File: src/rtl/sc_final_add_pkg.sv
// sc_final_add_pkg
//   Shared constants and types for the final carry-propagate adder / MAC
//   stage that follows the approximate 4-2 compressor tree.
//   W_DEF     : default sum/carry vector width
//   ACC_W_DEF : default accumulator / result width
//   CNT_W     : width of the per-group product counter
//   sc_pair_t : {s, c} bundle as produced by the last compressor row
package sc_final_add_pkg;

  localparam int W_DEF     = 16;
  localparam int ACC_W_DEF = 24;
  localparam int CNT_W     = 8;

  typedef struct packed {
    logic [W_DEF-1:0] s;  // weight 2^i
    logic [W_DEF-1:0] c;  // weight 2^(i+1)
  } sc_pair_t;

endpackage

File: src/rtl/sc_final_add_half_cpa.sv
// half_cpa
//   Parameterised N-bit ripple adder with carry-in and carry-out, used for
//   the low and high halves of the final carry-propagate addition.
//   a, b : N-bit operands
//   ci   : carry in
//   sum  : N-bit sum
//   co   : carry out
module half_cpa #(
  parameter int N = 8
) (
  input  logic [N-1:0] a,
  input  logic [N-1:0] b,
  input  logic         ci,
  output logic [N-1:0] sum,
  output logic         co
);

  logic [N:0] tot;

  assign tot = {1'b0, a} + {1'b0, b} + {{N{1'b0}}, ci};
  assign sum = tot[N-1:0];
  assign co  = tot[N];

endmodule

File: src/rtl/sc_final_add.sv
// sc_final_add
//   Resolves the compressor-tree sum/carry pair into a binary product over
//   two pipeline halves, accumulates products per group (closed by in_last)
//   and presents the saturated group sum through a valid/ready handshake.
//   clk, rst_n          : clock, asynchronous active-low reset
//   in_valid / in_ready : input handshake; in_ready depends only on the
//                         output handshake state
//   s_vec, c_vec        : sum vector (2^i) and carry vector (2^(i+1))
//   in_last             : this product closes the current group
//   out_valid/out_ready : output handshake
//   out_data            : saturated group sum
//   out_cnt             : products in the group, saturating at 255
//   out_sat             : group sum saturated
module sc_final_add
  import sc_final_add_pkg::*;
#(
  parameter int W     = W_DEF,
  parameter int ACC_W = ACC_W_DEF
) (
  input  logic             clk,
  input  logic             rst_n,
  input  logic             in_valid,
  output logic             in_ready,
  input  logic [W-1:0]     s_vec,
  input  logic [W-1:0]     c_vec,
  input  logic             in_last,
  output logic             out_valid,
  input  logic             out_ready,
  output logic [ACC_W-1:0] out_data,
  output logic [CNT_W-1:0] out_cnt,
  output logic             out_sat
);

  localparam int H = W / 2;

  // Single advance enable: the whole pipe freezes while a result waits.
  logic en;
  assign en       = !out_valid || out_ready;
  assign in_ready = en;

  // ---------------- stage 1: low half ----------------
  logic [H-1:0] lo_sum;
  logic         lo_co;

  half_cpa #(.N(H)) u_lo (
    .a  (s_vec[H-1:0]),
    .b  ({c_vec[H-2:0], 1'b0}),
    .ci (1'b0),
    .sum(lo_sum),
    .co (lo_co)
  );

  logic         v1;
  logic         last1;
  logic [H-1:0] lo1;
  logic         cy1;
  logic [H-1:0] s_hi1;
  logic [H:0]   c_hi1;

  // ---------------- stage 2: high half ----------------
  // c_vec[W-1:H-1] carries one extra bit of weight, so the high adder is
  // H+1 bits wide and its carry-out gives the top product bit.
  logic [H:0] hi_sum;
  logic       hi_co;

  half_cpa #(.N(H+1)) u_hi (
    .a  ({1'b0, s_hi1}),
    .b  (c_hi1),
    .ci (cy1),
    .sum(hi_sum),
    .co (hi_co)
  );

  logic         v2;
  logic         last2;
  logic [W+1:0] p2;

  // ---------------- stage 3: accumulate ----------------
  logic [ACC_W-1:0] acc;
  logic [CNT_W-1:0] cnt;
  logic             sat;

  logic [ACC_W:0]   sum_ext;
  logic [ACC_W-1:0] acc_upd;
  logic [CNT_W-1:0] cnt_upd;
  logic             sat_upd;

  always_comb begin
    sum_ext = {1'b0, acc} + (ACC_W+1)'(p2);
    acc_upd = sum_ext[ACC_W] ? '1 : sum_ext[ACC_W-1:0];
    sat_upd = sat | sum_ext[ACC_W];
    cnt_upd = (cnt == '1) ? cnt : cnt + 1'b1;
  end

  always_ff @(posedge clk or negedge rst_n) begin
    if (!rst_n) begin
      v1        <= 1'b0;
      last1     <= 1'b0;
      lo1       <= '0;
      cy1       <= 1'b0;
      s_hi1     <= '0;
      c_hi1     <= '0;
      v2        <= 1'b0;
      last2     <= 1'b0;
      p2        <= '0;
      acc       <= '0;
      cnt       <= '0;
      sat       <= 1'b0;
      out_valid <= 1'b0;
      out_data  <= '0;
      out_cnt   <= '0;
      out_sat   <= 1'b0;
    end else if (en) begin
      v1        <= in_valid;
      last1     <= in_last;
      lo1       <= lo_sum;
      cy1       <= lo_co;
      s_hi1     <= s_vec[W-1:H];
      c_hi1     <= c_vec[W-1:H-1];

      v2        <= v1;
      last2     <= last1;
      p2        <= {hi_co, hi_sum, lo1};

      // With en high the held result is either consumed or absent, so the
      // new valid is simply whether a group closes on this edge.
      out_valid <= v2 && last2;
      if (v2) begin
        if (last2) begin
          out_data <= acc_upd;
          out_cnt  <= cnt_upd;
          out_sat  <= sat_upd;
          acc      <= '0;
          cnt      <= '0;
          sat      <= 1'b0;
        end else begin
          acc      <= acc_upd;
          cnt      <= cnt_upd;
          sat      <= sat_upd;
        end
      end
    end
  end

endmodule

File: config.mk
export PLATFORM = sky130hd
export DESIGN_NAME = sc_final_add
export DESIGN_NICKNAME = d
export VERILOG_FILES = /design/src/rtl/sc_final_add_pkg.sv /design/src/rtl/sc_final_add_half_cpa.sv /design/src/rtl/sc_final_add.sv
export SDC_FILE = /design/constraint.sdc
export NUM_CORES = 1
export LEC_CHECK = 0
export BUFFER_PORTS_ARGS = -buffer_cell sky130_fd_sc_hd__buf_2
export CAP_MARGIN = 20
export CORE_MARGIN = 10
export CORE_UTILIZATION = 45
export CTS_BUF_LIST = sky130_fd_sc_hd__clkbuf_8
export CTS_CLUSTER_SIZE = 8
export DETAILED_ROUTE_END_ITERATION = 8
export SETUP_SLACK_MARGIN = 0.02
export SLEW_MARGIN = 20
export SYNTH_ARGS = -nofsm -noshare
export SYNTH_HDL_FRONTEND = slang
export SYNTH_SLANG_ARGS = --single-unit
export TNS_END_PERCENT = 30
File: constraint.sdc
create_clock -name clk -period 2.6 [get_ports clk]
set_input_delay 0.13 -clock clk [delete_from_list [all_inputs] [get_ports clk]]
set_output_delay 0.13 -clock clk [all_outputs]
set_load 0.005 [all_outputs]
-- Yosys cells after proc, flatten, opt, wreduce, memory -nomap -nowiden
Cells that the tools add are included.
- $add $sub $neg: 5
- $mul: 0
- div/mod/pow operators: 0
- magnitude comparators: 0
- equality and inequality tests: 1
- shift operators: 0
- mux-type cells: 5
- bitwise gates (word level): 1
- reductions and logical operators: 5
- operator list (operator ; number):
    $mux W24 ; 2
    $add A24 B18 Y25 ; 1
    $mux W8 ; 2
    $add A10 B1 Y10 ; 1
    $add A8 B9 Y10 ; 1
    $add A8 B8 Y9 ; 1
    $add A8 B1 Y8 const B ; 1
    $eq A8 B8 Y1 const B ; 1
    $reduce_and A3 Y1 ; 1
    $reduce_and A2 Y1 ; 1
    $logic_and A1 B1 Y1 ; 1
    $logic_not A1 Y1 ; 1
    $logic_or A1 B1 Y1 ; 1
    $mux W1 ; 1
    $or A1 B1 Y1 ; 1
- register bits after elaboration: 115
- bits in latches: 0
- RAM bits: 0
- bits in read-only memories: 0
- word-level logic and storage cells: 33
- memories: 0

-- Longest topological paths before layout
- depth after elaboration: 3
- gate-level depth with buffers: 11

-- Modules after synthesis
From an unflattened synthesis, not the netlist that was laid out.
- cell total of the unflattened synthesis: 745
- area total of the unflattened synthesis: 6448.7 sq um
- by module, submodules not included (module ; instances ; cells each ; area each (sq um) ; seq. area each (sq um)):
    sc_final_add ; 1 ; 654 ; 5719.2 ; 2877.8
    half_cpa at u_hi ; 1 ; 51 ; 397.9 ; 0.0
    half_cpa at u_lo ; 1 ; 40 ; 331.6 ; 0.0

-- Worst setup path before layout
OpenSTA, ideal clock, no wires.
- kind: register to register
- start: register cy1
- end: register p2[16]
- setup time: 0.131 ns
- arrival time: 2.168 ns
- path slack: 0.301 ns
- stages on the path, launching flop included: 12
- clock period less this slack: 2.299 ns
- cell sequence: dfrtp_1 > inv_1 > fa_1 > inv_1 > fa_1 > a21o_1 > a21oi_1 > o21bai_1 > a211o_1 > a31oi_1 > xor2_1 > o21ai_1
- cells in the longest elaborated chain, start to end: 1
- RTL lines (element ; line ; text):
    from (decl) ; sc_final_add.sv:56 ; logic cy1;
    from (signal assigned) ; sc_final_add.sv:117 ; cy1 <= lo_co;
    $add A10 B1 Y10 ; sc_final_add_half_cpa.sv:20 ; assign tot = {1'b0, a} + {1'b0, b} + {{N{1'b0}}, ci};
    to (signal assigned) ; sc_final_add.sv:123 ; p2 <= {hi_co, hi_sum, lo1};
    to (decl) ; sc_final_add.sv:76 ; logic [W+1:0] p2;
No other way between the ends.
A chain may end at the register's enable or synchronous reset.

-- Worst setup path in the final report
- start: register p2[2]
- end: register acc[23]
- cells in the longest elaborated chain, start to end: 3
- RTL lines (element ; line ; text):
    $add A24 B18 Y25 ; sc_final_add.sv:89 ; sum_ext = {1'b0, acc} + (ACC_W+1)'(p2);
    $mux W24 ; sc_final_add.sv:90 ; acc_upd = sum_ext[ACC_W] ? '1 : sum_ext[ACC_W-1:0];
    $mux W24 ; sc_final_add.sv:129 ; if (last2) begin
    to (signal assigned) ; sc_final_add.sv:137 ; acc <= acc_upd;
    to (decl) ; sc_final_add.sv:79 ; logic [ACC_W-1:0] acc;
No other way between the ends.

==> impl_metrics.env <==
export IMPL_status="finished, final reports clean"
export IMPL_syn_num_nets=772
export IMPL_grt_pass1_vias=4943
export IMPL_timing_fmax_mhz=415.7
export IMPL_dieArea_mm2=0.01882
export IMPL_setup_tns_ps=0
export IMPL_place_ws_ps=0.3137
export IMPL_synth_area_per_cell_um2=8.853
export IMPL_final_area_mm2=0.007317
export IMPL_grt_first_pass_wirelength_mm=24.16
export IMPL_path_class="register to register"
export IMPL_core_mm2=0.01335
export IMPL_place_area_mm2=0.006696
export IMPL_hold_ws_ps=86.34
export IMPL_ys_warn_count=0
export IMPL_path_clk_slew_ps=60
export IMPL_slew_headroom_pct=52.37
export IMPL_wl_per_cell_um=14.67
export IMPL_rsz0062_at_grt="true"
export IMPL_clk_latency_ps=440
export IMPL_drc_errors=0
export IMPL_drtIter0Drc=346
export IMPL_drive_gt1_share_pct=17.19
export IMPL_area_delta_synth_final_pct=18.40
export IMPL_io_buffer_count=71
export IMPL_finalWorstSetupSlack_ps=194.4
export IMPL_worstPathMaxFanout=23
export IMPL_synth_edf_count=0
export IMPL_hold_viol_final=0
export IMPL_die_w_um=137.2
export IMPL_cts_sinks=115
export IMPL_yosysSeqAreaShare_pct=46.57
export IMPL_tightest_slew_ps=714.5
export IMPL_antenna_left=0
export IMPL_yosys_area_top_type="dfrtp_1"
export IMPL_start_kind="register"
export IMPL_vias=5001
export IMPL_dp_hpwl_mm=9.987
export IMPL_hp_class="input port to register"
export IMPL_ir_worst_vdd_v=0.0004259
export IMPL_die_h_um=137.2
export IMPL_worstPathRequired_ps=2950
export IMPL_grt_max_degree=57
export IMPL_holdPathStages=4
export IMPL_vias_per_cell=5.140
export IMPL_track_usage_pct=15.97
export IMPL_dr_pass1_iters=4
export IMPL_synth_ff_type="dfrtp_1"
export IMPL_synth_top_cell_area_share_pct=46.57
export IMPL_synthTopCellsByArea="dfrtp_1 (47%), nand2_1 (10%), ha_1 (6.7%)"
export IMPL_grt_antenna_before_repair=0
export IMPL_cellLeakagePower_nw=3.538
export IMPL_grt_ovfl_total=0
export IMPL_period_minus_slack_ps=2406
export IMPL_cts_buffer_depth=2
export IMPL_async_reset_ff_share_pct=100.0
export IMPL_powerDensity_mw_per_mm2=1200
export IMPL_start_util_pct=46.30
export IMPL_setup_worst_path_end_class="register"
export IMPL_reg2regPathDepth=8
export IMPL_cp_arrival_ps=2760
export IMPL_syn_area_mm2=0.006180
export IMPL_wl_mm=14.28
export IMPL_h_tree_depth=4
export IMPL_synth_cells=698
export IMPL_cts_buffers=17
export IMPL_nets=859
export IMPL_tritoncts="built"
export IMPL_clockRootBuffer="clkbuf_8"
export IMPL_diodes=0
export IMPL_cap_viol_max_count=0
export IMPL_ios=72
export IMPL_final_max_slew_violation_count=0
export IMPL_synth_cell_type_count=61
export IMPL_period_share_pct=92.52
export IMPL_rows=42
export IMPL_clock_skew_ps=11.48
export IMPL_synth_seq_cells=115
export IMPL_gp_congestion=0.8879
export IMPL_setup_viol=0
[cells in the mapped netlist, drive strengths merged, types with 7 or more instances]
library cell	instances
a21oi	52
nand2	171
dfrtp	115
nor3	8
o21ai	67
a31oi	10
xor2	14
and3	8
buf	11
nand3	7
o31ai	10
nor2	56
inv	15
ha	33
xnor2	19
clkbuf	28
o21bai	7
[logic make-up after synthesis]
| kind of cell | share of synthesized area, % |
|---|---|
| adders and majority gates | 7.977 |
| xor gates and xnor gates | 4.677 |
| DFF | 46.57 |
| buffers and inverters | 3.644 |
| muxes | 0.4859 |
| and+or+nand+nor | 19.70 |
| AOI/OAI and AO/OA | 16.95 |
[timing repair]
action                                  4_1_cts  5_1_grt
endpoints found under the hold margin        75        0
endpoints found under the setup margin        2       41
pin swaps                                     0        5
gates resized for setup                       1       11
buffers inserted                              0        1
hold buffers                                 23        0
[cell type report]
type	instances	area, um2
Clock inverter	9	40.04
Multi-Input combinational cell	529	3122
Tap cell	176	220.2
Sequential cell	115	2878
Fill cell	1241	6031
Inverter	15	56.30
Timing Repair Buffer	107	698.2
Clock buffer	22	302.8
[layout by cell type, fill, tap and decap left out, types with 2 or more instances in the layout]
cell type | synthesis | routed
a31oi_1 | 10 | 10
o21bai_1 | 7 | 6
a21oi_2 | 1 | 3
fa_2 | 0 | 3
dfrtp_1 | 115 | 115
o31ai_1 | 8 | 8
and3_1 | 7 | 7
o21a_1 | 2 | 2
clkinv_2 | 0 | 5
nand2_1 | 171 | 170
a211oi_1 | 4 | 3
buf_4 | 1 | 13
and2_1 | 5 | 5
ha_1 | 33 | 33
a211oi_2 | 2 | 3
mux2i_1 | 3 | 3
a21o_1 | 6 | 6
nand4_1 | 6 | 6
xnor2_1 | 19 | 19
xor2_1 | 14 | 14
clkbuf_8 | 0 | 22
inv_1 | 15 | 17
inv_2 | 0 | 2
buf_2 | 8 | 70
a41o_1 | 2 | 2
nor2_1 | 55 | 55
a31o_1 | 2 | 2
dlygate4sd3_1 | 0 | 23
or2_2 | 2 | 2
nor2b_1 | 3 | 2
nand3_1 | 7 | 7
nand2b_1 | 4 | 4
o21ai_1 | 7 | 7
nor3_1 | 7 | 7
a21oi_1 | 51 | 49
o21ai_0 | 60 | 60
nand3b_1 | 2 | 2
[report_power, final]
group | leakage [nW] | internal [mW] | total (mW) | switching (mW)
clock | 0.199 | 0.757 | 1.45 | 0.694
combinational | 1.92 | 1.79 | 4.38 | 2.58
sequential | 1.42 | 2.47 | 2.95 | 0.483
total | 3.54 | 5.02 | 8.78 | 3.76
[registers in the layout, indices dropped and copies added (netlist names)]
| name | cells |
|---|---|
| last1 | 1 |
| sat | 1 |
| out_sat | 1 |
| c_hi1 | 9 |
| cy1 | 1 |
| s_hi1 | 8 |
| lo1 | 8 |
| last2 | 1 |
| acc | 24 |
| v2 | 1 |
| p2 | 18 |
| cnt | 8 |
| out_data | 24 |
| out_valid | 1 |
| out_cnt | 8 |
| v1 | 1 |
[path summary, 6_finish.rpt]
path / startpoint / to / slack, ps
min: c_vec[6] / cy1 / 90
min in group asynchronous: rst_n / out_data[7] / 280
max in group asynchronous: rst_n / p2[7] / 1560
max reg2reg: p2[2] / acc[23] / 190
max: p2[2] / acc[23] / 190
min reg2reg: lo1[2] / p2[2] / 470
[metal layers]
| metal | up-vias | global-route usage (%) | wire [um] |
|---|---|---|---|
| li1 | 2556 | - | - |
| met4 | 0 | 4.157 | 165 |
| met2 | 98 | 24.84 | 6640 |
| met1 | 2331 | 21.15 | 6757 |
| met3 | 16 | 4.953 | 714 |
| met5 | - | 0 | 0 |
[critical path, cell delays in order (launching register included)]
cell and delay, ps:
dfrtp_1 390, ha_1 380, a21oi_2 80, o211ai_1 280
nand3_1 160, a31oi_1 250, o21a_4 360, and4b_1 240
nor3_1 160
[metrics by stage]
step	utilization [%]	cells	total power, mW
4_1_cts	54.51	972	8.772
3_3_place_gp	50.17	918	7.109
3_5_place_dp	50.17	918	7.243
6_report	54.82	973	8.779
5_1_grt	54.82	973	9.620
2_1_floorplan	-	698	6.077
Note: power is estimated with default switching activity, not from simulation.
